### src/rtl/fetch_stage.sv
// fetch_stage: PC register, IF/ID pipeline register and RUN/STALL/FLUSH tracker for a MIPS-style fetch.
// Optional stall/flush statistics counters are built only with FETCH_STATS_EN defined.
module fetch_stage (
  input  logic        clk,
  input  logic        rst,
  input  logic        pcenable,
  input  logic        idifenable,
  input  logic        ifidNOP,
  input  logic        branch_taken,
  input  logic [31:0] branch_target,
  input  logic        jump_valid,
  input  logic [25:0] jump_index,
  output logic [31:0] imem_addr,
  input  logic [31:0] imem_data,
  output logic [31:0] instructionFetch,
  output logic [31:0] pc_plus4_id,
  output logic        ifid_valid,
  output logic [1:0]  fetch_state,
  output logic [15:0] stall_count,
  output logic [15:0] flush_count
);
  localparam logic [31:0] NOP = 32'hFC00_0000;
  typedef enum logic [1:0] {RUN = 2'b00, STALL = 2'b01, FLUSH = 2'b10} state_t;
  state_t state, state_nxt;
  logic [31:0] pc, pc_nxt, pc4;
  logic flush;
  always_comb begin
    pc4 = pc + 32'd4;
    flush = branch_taken | jump_valid | ifidNOP;
    pc_nxt = branch_taken ? (branch_target & ~32'd3) :
             jump_valid   ? {pc_plus4_id[31:28], jump_index, 2'b00} :
             pcenable     ? pc4 : pc;
    state_nxt = flush ? FLUSH : !pcenable ? STALL : RUN;
  end
  always_ff @(posedge clk) begin
    if (rst) begin
      pc <= '0;
      state <= RUN;
    end else begin
      pc <= pc_nxt;
      state <= state_nxt;
    end
  end
  // A flush wins over a simultaneous hold so a squashed slot never survives a stall.
  always_ff @(posedge clk) begin
    if (rst || flush) begin
      instructionFetch <= NOP;
      pc_plus4_id <= '0;
      ifid_valid <= 1'b0;
    end else if (idifenable) begin
      instructionFetch <= imem_data;
      pc_plus4_id <= pc4;
      ifid_valid <= 1'b1;
    end
  end
  assign imem_addr = pc;
  assign fetch_state = state;
`ifdef FETCH_STATS_EN
  always_ff @(posedge clk) begin
    if (rst) begin
      stall_count <= '0;
      flush_count <= '0;
    end else begin
      if (state_nxt == STALL && stall_count != 16'hFFFF) stall_count <= stall_count + 16'd1;
      if (state_nxt == FLUSH && flush_count != 16'hFFFF) flush_count <= flush_count + 16'd1;
    end
  end
`else
  assign stall_count = '0;
  assign flush_count = '0;
`endif
endmodule
### config.mk
export PLATFORM = sky130hd
export DESIGN_NAME = fetch_stage
export DESIGN_NICKNAME = d
export VERILOG_FILES = /design/src/rtl/fetch_stage.sv
export SDC_FILE = /design/constraint.sdc
export NUM_CORES = 1
export LEC_CHECK = 0
export ABC_AREA = 1
export ABC_CLOCK_PERIOD_IN_PS = 1700
export BUFFER_PORTS_ARGS = -buffer_cell sky130_fd_sc_hd__buf_2
export CORE_MARGIN = 8
export CORE_UTILIZATION = 45
export CTS_BUF_LIST = sky130_fd_sc_hd__clkbuf_8
export CTS_CLUSTER_SIZE = 20
export DETAILED_ROUTE_END_ITERATION = 7
export HOLD_SLACK_MARGIN = 0.1
export PLACE_DENSITY = 0.77
export REMOVE_ABC_BUFFERS = 1
export SLEW_MARGIN = 0
export SYNTH_ARGS = -nofsm -noshare
export SYNTH_HDL_FRONTEND = slang
export SYNTH_SLANG_ARGS = --single-unit
### constraint.sdc
create_clock -name clk -period 1.7 [get_ports clk]
set_input_delay 0.255 -clock clk [delete_from_list [all_inputs] [get_ports clk]]
set_output_delay 0.255 -clock clk [all_outputs]
set_load 0.02 [all_outputs]
==> results of run 1 <==
## worst paths after layout
| path | depth (start not counted) | end |
|---|---|---|
| setup / recovery | 9 | pc_plus4_id[26] |
| hold / removal | 3 | instructionFetch[11] |
| setup reg to reg | 9 | pc_plus4_id[26] |
| hold reg to reg | 2 | instructionFetch[7] |
## metal layers
metal  vias to the layer above  part of all wire  wire [um]
li1                       2767                 -          -
met1                      2429              0.41       6870
met2                       230              0.46       7700
met3                        23              0.11       1860
met4                         0             0.019        314
met5                         -                 0          0
## through the flow
stage               hold WS, ns  instance area [um^2]
CTS                       0.105                  6370
global placement          0.445                  6080
finish                    0.127                  6410
global route              0.110                  6410
detailed placement        0.451                  6080
floorplan                 0.324                  4730
## cell usage in the layout, fill, tap and decap left out
cell type	Yosys	layout
buf_2	12	189
nand2_1	166	166
nor2_1	111	110
dfxtp_1	95	90
a21oi_1	89	89
inv_1	59	59
nand3_1	55	55
o21ai_0	55	53
conb_1	1	36
o211ai_1	19	19
buf_4	36	19
clkbuf_8	0	10
nor2_2	7	8
dlygate4sd3_1	0	8
xor2_1	5	5
nor2_4	5	5
clkinvlp_4	0	5
buf_12	0	5
xnor2_1	4	4
o21ai_1	2	4
nand2_2	3	3
dfxtp_2	0	3
dfxtp_4	0	2
nor3_4	1	1
inv_2	1	1
nand2_4	1	1
or2_2	1	1
clkinv_1	2	1
nand3_2	1	1
and2_1	1	1
nand3b_1	1	1
nand4_1	1	1
ha_4	0	1
bufinv_16	0	1
inv_6	0	1
## power breakdown
part | switching (mW) | internal (mW) | leakage (nW) | total [mW]
registers | 0.0945 | 2.30 | 0.777 | 2.40
clock network | 0.849 | 0.726 | 0.0912 | 1.57
logic | 0.581 | 0.339 | 2.29 | 0.920
## critical path: stages (launching register included)
cell and delay (ns):
dfxtp_1 0.49, nand2_1 0.12, nor2_1 0.18, nand2_2 0.12
nor2_1 0.15, nand2_1 0.07, nand2_1 0.08, nand3_1 0.08
o211ai_1 0.11, inv_1 0.05
## repair_timing
item,4_1_cts,5_1_grt
gates resized for setup,0,13
hold endpoints to repair,9,0
hold buffers,8,0
buffers inserted,0,2
setup endpoints to repair,0,28
## cells by family after synthesis
logic type / Yosys count
and+or+nand+nor: 354
AOI/OAI and AO/OA: 165
buffers and inverters: 139
DFF: 95
xor gates and xnor gates: 9
adders and majority gates: 1
other: 1
## layout make-up
type                            count  share of cell area
Multi-Input combinational cell    565               0.407
Sequential cell                    95               0.298
Timing Repair Buffer              221               0.198
Inverter                           62              0.0369
Tap cell                          140              0.0273
Clock buffer                       10              0.0215
Clock inverter                      6              0.0107
## flip-flops by register name, summed over array words and instances (netlist names)
register,flops
fetch_state,2
pc_plus4_id,30
ifid_valid,1
imem_addr,30
instructionFetch,32
==> impl_metrics.ini, run 1 <==
[synth]
synth_top_area_share = 0.377
synth_cell_type_count = 29
yosysTopAreaCell = dfxtp_1
syn_inst = 764
async_flop_share = 0
synth.area.top_cells = dfxtp_1 (38%), nand2_1 (12%), a21oi_1 (8.8%)
synth.avg_cell_area_um2 = 6.60
synth_edf_count = 0
synthAdderAreaFrac = 0.00248
synth_top_flop_cell = dfxtp_1
synth.most_common_cell = nand2_1
synthSimpleGateAreaFrac = 0.297
synth-compound-area-share = 0.173
synthesis.area_um2 = 5040
synth.top_cells.by_count = nand2_1 (166), nor2_1 (111), dfxtp_1 (95)
ys_warn_count = 0
ys_seq_area_frac = 0.377
synth.mux.area_fraction = 0
yosys.area_share.xor_xnor = 0.0156
ys_ff_latch = 95
synth_top_family_by_area = simple AND/OR/NAND/NOR gates

[worst_setup_path]
end_kind = flop
worstPathRequired_ns = 1.97
worstSetupPathType = reg -> reg
cp_max_fo = 6
arrival_ns = 1.81
crit_start = imem_addr[15]
r2r-start = imem_addr[15]
reg2reg_slack_ns = 0.16
start_kind = flop

[placed_design]
place_inst = 1073
gp_congestion = 0.850
preCtsSetupSlack_ns = 0.0704
hpwl_um = 12400
port_buffers = 189

[cells_and_area]
nets = 1052
final-seq-area_um2 = 1910
drive_above_1_share = 0.268
post-route-util = 0.589
areaGrowthSynthToFinish_pct = 27.2
multiInputGateArea_um2 = 2610
instances_no_fill = 1099
fillCellCount = 1065
antenna_cells = 0

[floorplanning]
placementRows = 38
pin_count = 228
die_area_um2 = 14800
start_util = 0.463
fp.dieW_um = 122
coreArea_um2 = 10900
dieHeight_um = 122

[global_routing]
grt_overflow = 0
track_usage = 0.220
grt_pass1_vias = 5399
grtUsageMet3 = 0.0777
grt.busiest_layer = met2
use_met2 = 0.373
grt_max_degree = 64
use_met1 = 0.251
antenna_found_initial = 0
grt_pass1_wl_um = 26400

[clocking]
cts_tree = yes
clk_latency_ns = 0.36
cts_root_buf = clkbuf_8
cts_num_sinks = 95
clk_pin_slew_worst_paths_ns = 0.10
cts_buffers = 9
h-tree-depth = 3
cts.path.max_buffers = 2

[power]
ir_worst_vdd_mv = 0.532
power_leakage_nw = 3.15
power_mw = 4.89
powerDensity_nw_per_um2 = 763

[sta]
rsz0062_at_grt = no
clock_skew_ns = 0.00739
max_slew_margin = 0.663
fin_ws_ns = 0.161
setup_viol = 0
maxSlewViolCount = 0
worst_pin_slew_ns = 0.505
hold_viol = 0
finalCriticalPeriod_ns = 1.54
fin_crit_sh = 0.905
tns_ns = 0
timing.fmax_mhz = 650

[route]
ant_nets = 0
drt_pass1_iterations = 5
wl_per_cell_um = 15.2
via_count = 5449
remaining_drc_errors = 0
post_drt_via_cell_ratio = 4.96
drt_iter0_drc = 367
wirelength_um = 16700

[min_path]
hold_class = in -> reg
hold_path.startpoint = imem_data[11]

[outcome]
status = finished clean

[job]
drv_cap = 0
(Power assumes the default switching activity.)
==> inputs of run 2 (changes only) <==
Settings changed: ABC_CLOCK_PERIOD_IN_PS 1700 to 1600.
Clock period 1.7 ns to 1.6 ns, I/O delays scaled along.
==> run 2 against run 1 <==
  * Sequential cell count unchanged
  * Setup slack worse by 0.058 ns
  * Worst hold slack worse by 0.0021 ns
  * Critical path depth up 1
  * First-iteration DRC count down 14%
  * Utilization up 2.7 points
  * Maximum frequency up 2.8%
  * Highest routed layer unchanged
  * Routed wire length up 3.8%
  * Largest power group unchanged
  * Sequential share of layout area down 1.2 points
  * Global-route usage up 0.81 points
  * Combinational power up 14%
  * Via count up 3.5%
==> impl_metrics.ini, run 2 (synthesis results as in run 1) <==
[outcome]
status = finished clean

[sta]
fin_hold_ws_ns = 0.125
setup_viol = 0
hold_viol = 0
rsz0062_at_grt = yes
clock_skew_ns = 0.0104
maxSlewViolCount = 0
finalCriticalPeriod_ns = 1.50
timing.fmax_mhz = 668
fin_ws_ns = 0.102
fin_crit_sh = 0.936

[route]
remaining_drc_errors = 0
wirelength_um = 17400
wl_per_cell_um = 15.4
drt_iter0_drc = 316
ant_nets = 0
drt_pass1_iterations = 4
via_count = 5641
post_drt_via_cell_ratio = 5.00

[floorplanning]
dieHeight_um = 122
die_area_um2 = 14800
placementRows = 38
pin_count = 228
start_util = 0.463
fp.dieW_um = 122
coreArea_um2 = 10900

[cells_and_area]
stdcell_area_um2 = 6700
post-route-util = 0.616
areaGrowthSynthToFinish_pct = 33.0
largest_reg_flops = 32
layout_common_cells = buf_2 (189), nand2_1 (159), nor2_1 (104)
drive_above_1_share = 0.292
final_common_cell = buf_2
nets = 1082
top_register = instructionFetch
antenna_cells = 0
instances_no_fill = 1129

[global_routing]
grt_max_degree = 45
track_usage = 0.228
antenna_found_initial = 0
grt_overflow = 0
grt_pass1_wl_um = 27200
grt_pass1_vias = 5551

[worst_setup_path]
start_kind = flop
cp_max_fo = 7
worstPathRequired_ns = 1.87
end_kind = flop
worstSetupPathType = reg -> reg
arrival_ns = 1.77

[power]
ir_worst_vdd_mv = 0.438
powerDensity_nw_per_um2 = 765
power_leakage_nw = 3.29

[clocking]
cts_buffers = 9
cts.path.max_buffers = 2
clk_pin_slew_worst_paths_ns = 0.10
cts_tree = yes
cts_root_buf = clkbuf_8
h-tree-depth = 3
cts_num_sinks = 95
clk_latency_ns = 0.37

[placed_design]
hpwl_um = 12500
preCtsSetupSlack_ns = 0.0842
port_buffers = 189
gp_congestion = 0.846
place_inst = 1080
postPlaceCellArea_um2 = 6110

[job]
drv_cap = 0

[min_path]
hold_class = in -> reg
[run 2: worst max-delay path, cell delays in order (launching register included)]
cell	delay, ns
dfxtp_2	0.37
ha_4	0.14
nand2_2	0.06
nor2_4	0.17
nand2_4	0.12
nor2_4	0.16
nand2_1	0.07
nand2_1	0.07
nand3_1	0.07
o211ai_1	0.09
inv_1	0.06
[run 2: worst paths after layout]
kind,startpoint,slack [ns],to,cells after the start
worst min-delay path,imem_data[10],0.13,instructionFetch[10],3
worst max-delay path,imem_addr[3],0.10,pc_plus4_id[20],10
worst min register to register,instructionFetch[6],0.46,instructionFetch[6],2
worst max register to register,imem_addr[3],0.10,pc_plus4_id[20],10
[run 2: metal layers]
| metal | vias to the layer above | part of all wire | global-route usage |
|---|---|---|---|
| li1 | 2820 | - | - |
| met2 | 229 | 0.47 | 0.389 |
| met3 | 15 | 0.11 | 0.101 |
| met1 | 2577 | 0.40 | 0.255 |
| met5 | - | 0 | 0 |
| met4 | 0 | 0.010 | 0.0594 |
[run 2: final cells by class]
cell class | count | area, um^2
inverters | 62 | 233
repair buffers | 251 | 1520
fillers | 1053 | 4190
multi-input cells | 565 | 2670
clock buffers | 9 | 124
well taps | 140 | 175
flip-flops and latches | 95 | 1920
clock inverters | 7 | 57.6
[run 2: where the power goes]
group          leakage, nW  internal, mW  switching, mW
registers            0.779          2.45         0.0885
logic                 2.43         0.405          0.649
clock network       0.0824         0.582          0.946
total                 3.29          3.44           1.68
[run 2: through the flow]
stage / setup TNS (ns) / power [mW]
global placement: 0 / 3.55
CTS: 0 / 5.12
finish: 0 / 5.12
detailed placement: 0 / 3.56
global route: -0.0340 / 5.38
floorplan: -21.44 / 3.10
[run 2: repair_timing]
item / 4_1_cts / 5_1_grt
buffers inserted: 0 / 3
setup endpoints to repair: 1 / 36
hold buffers: 30 / 0
cloned: 0 / 0
pin swaps: 0 / 7
hold endpoints to repair: 30 / 0
resized for setup: 1 / 40
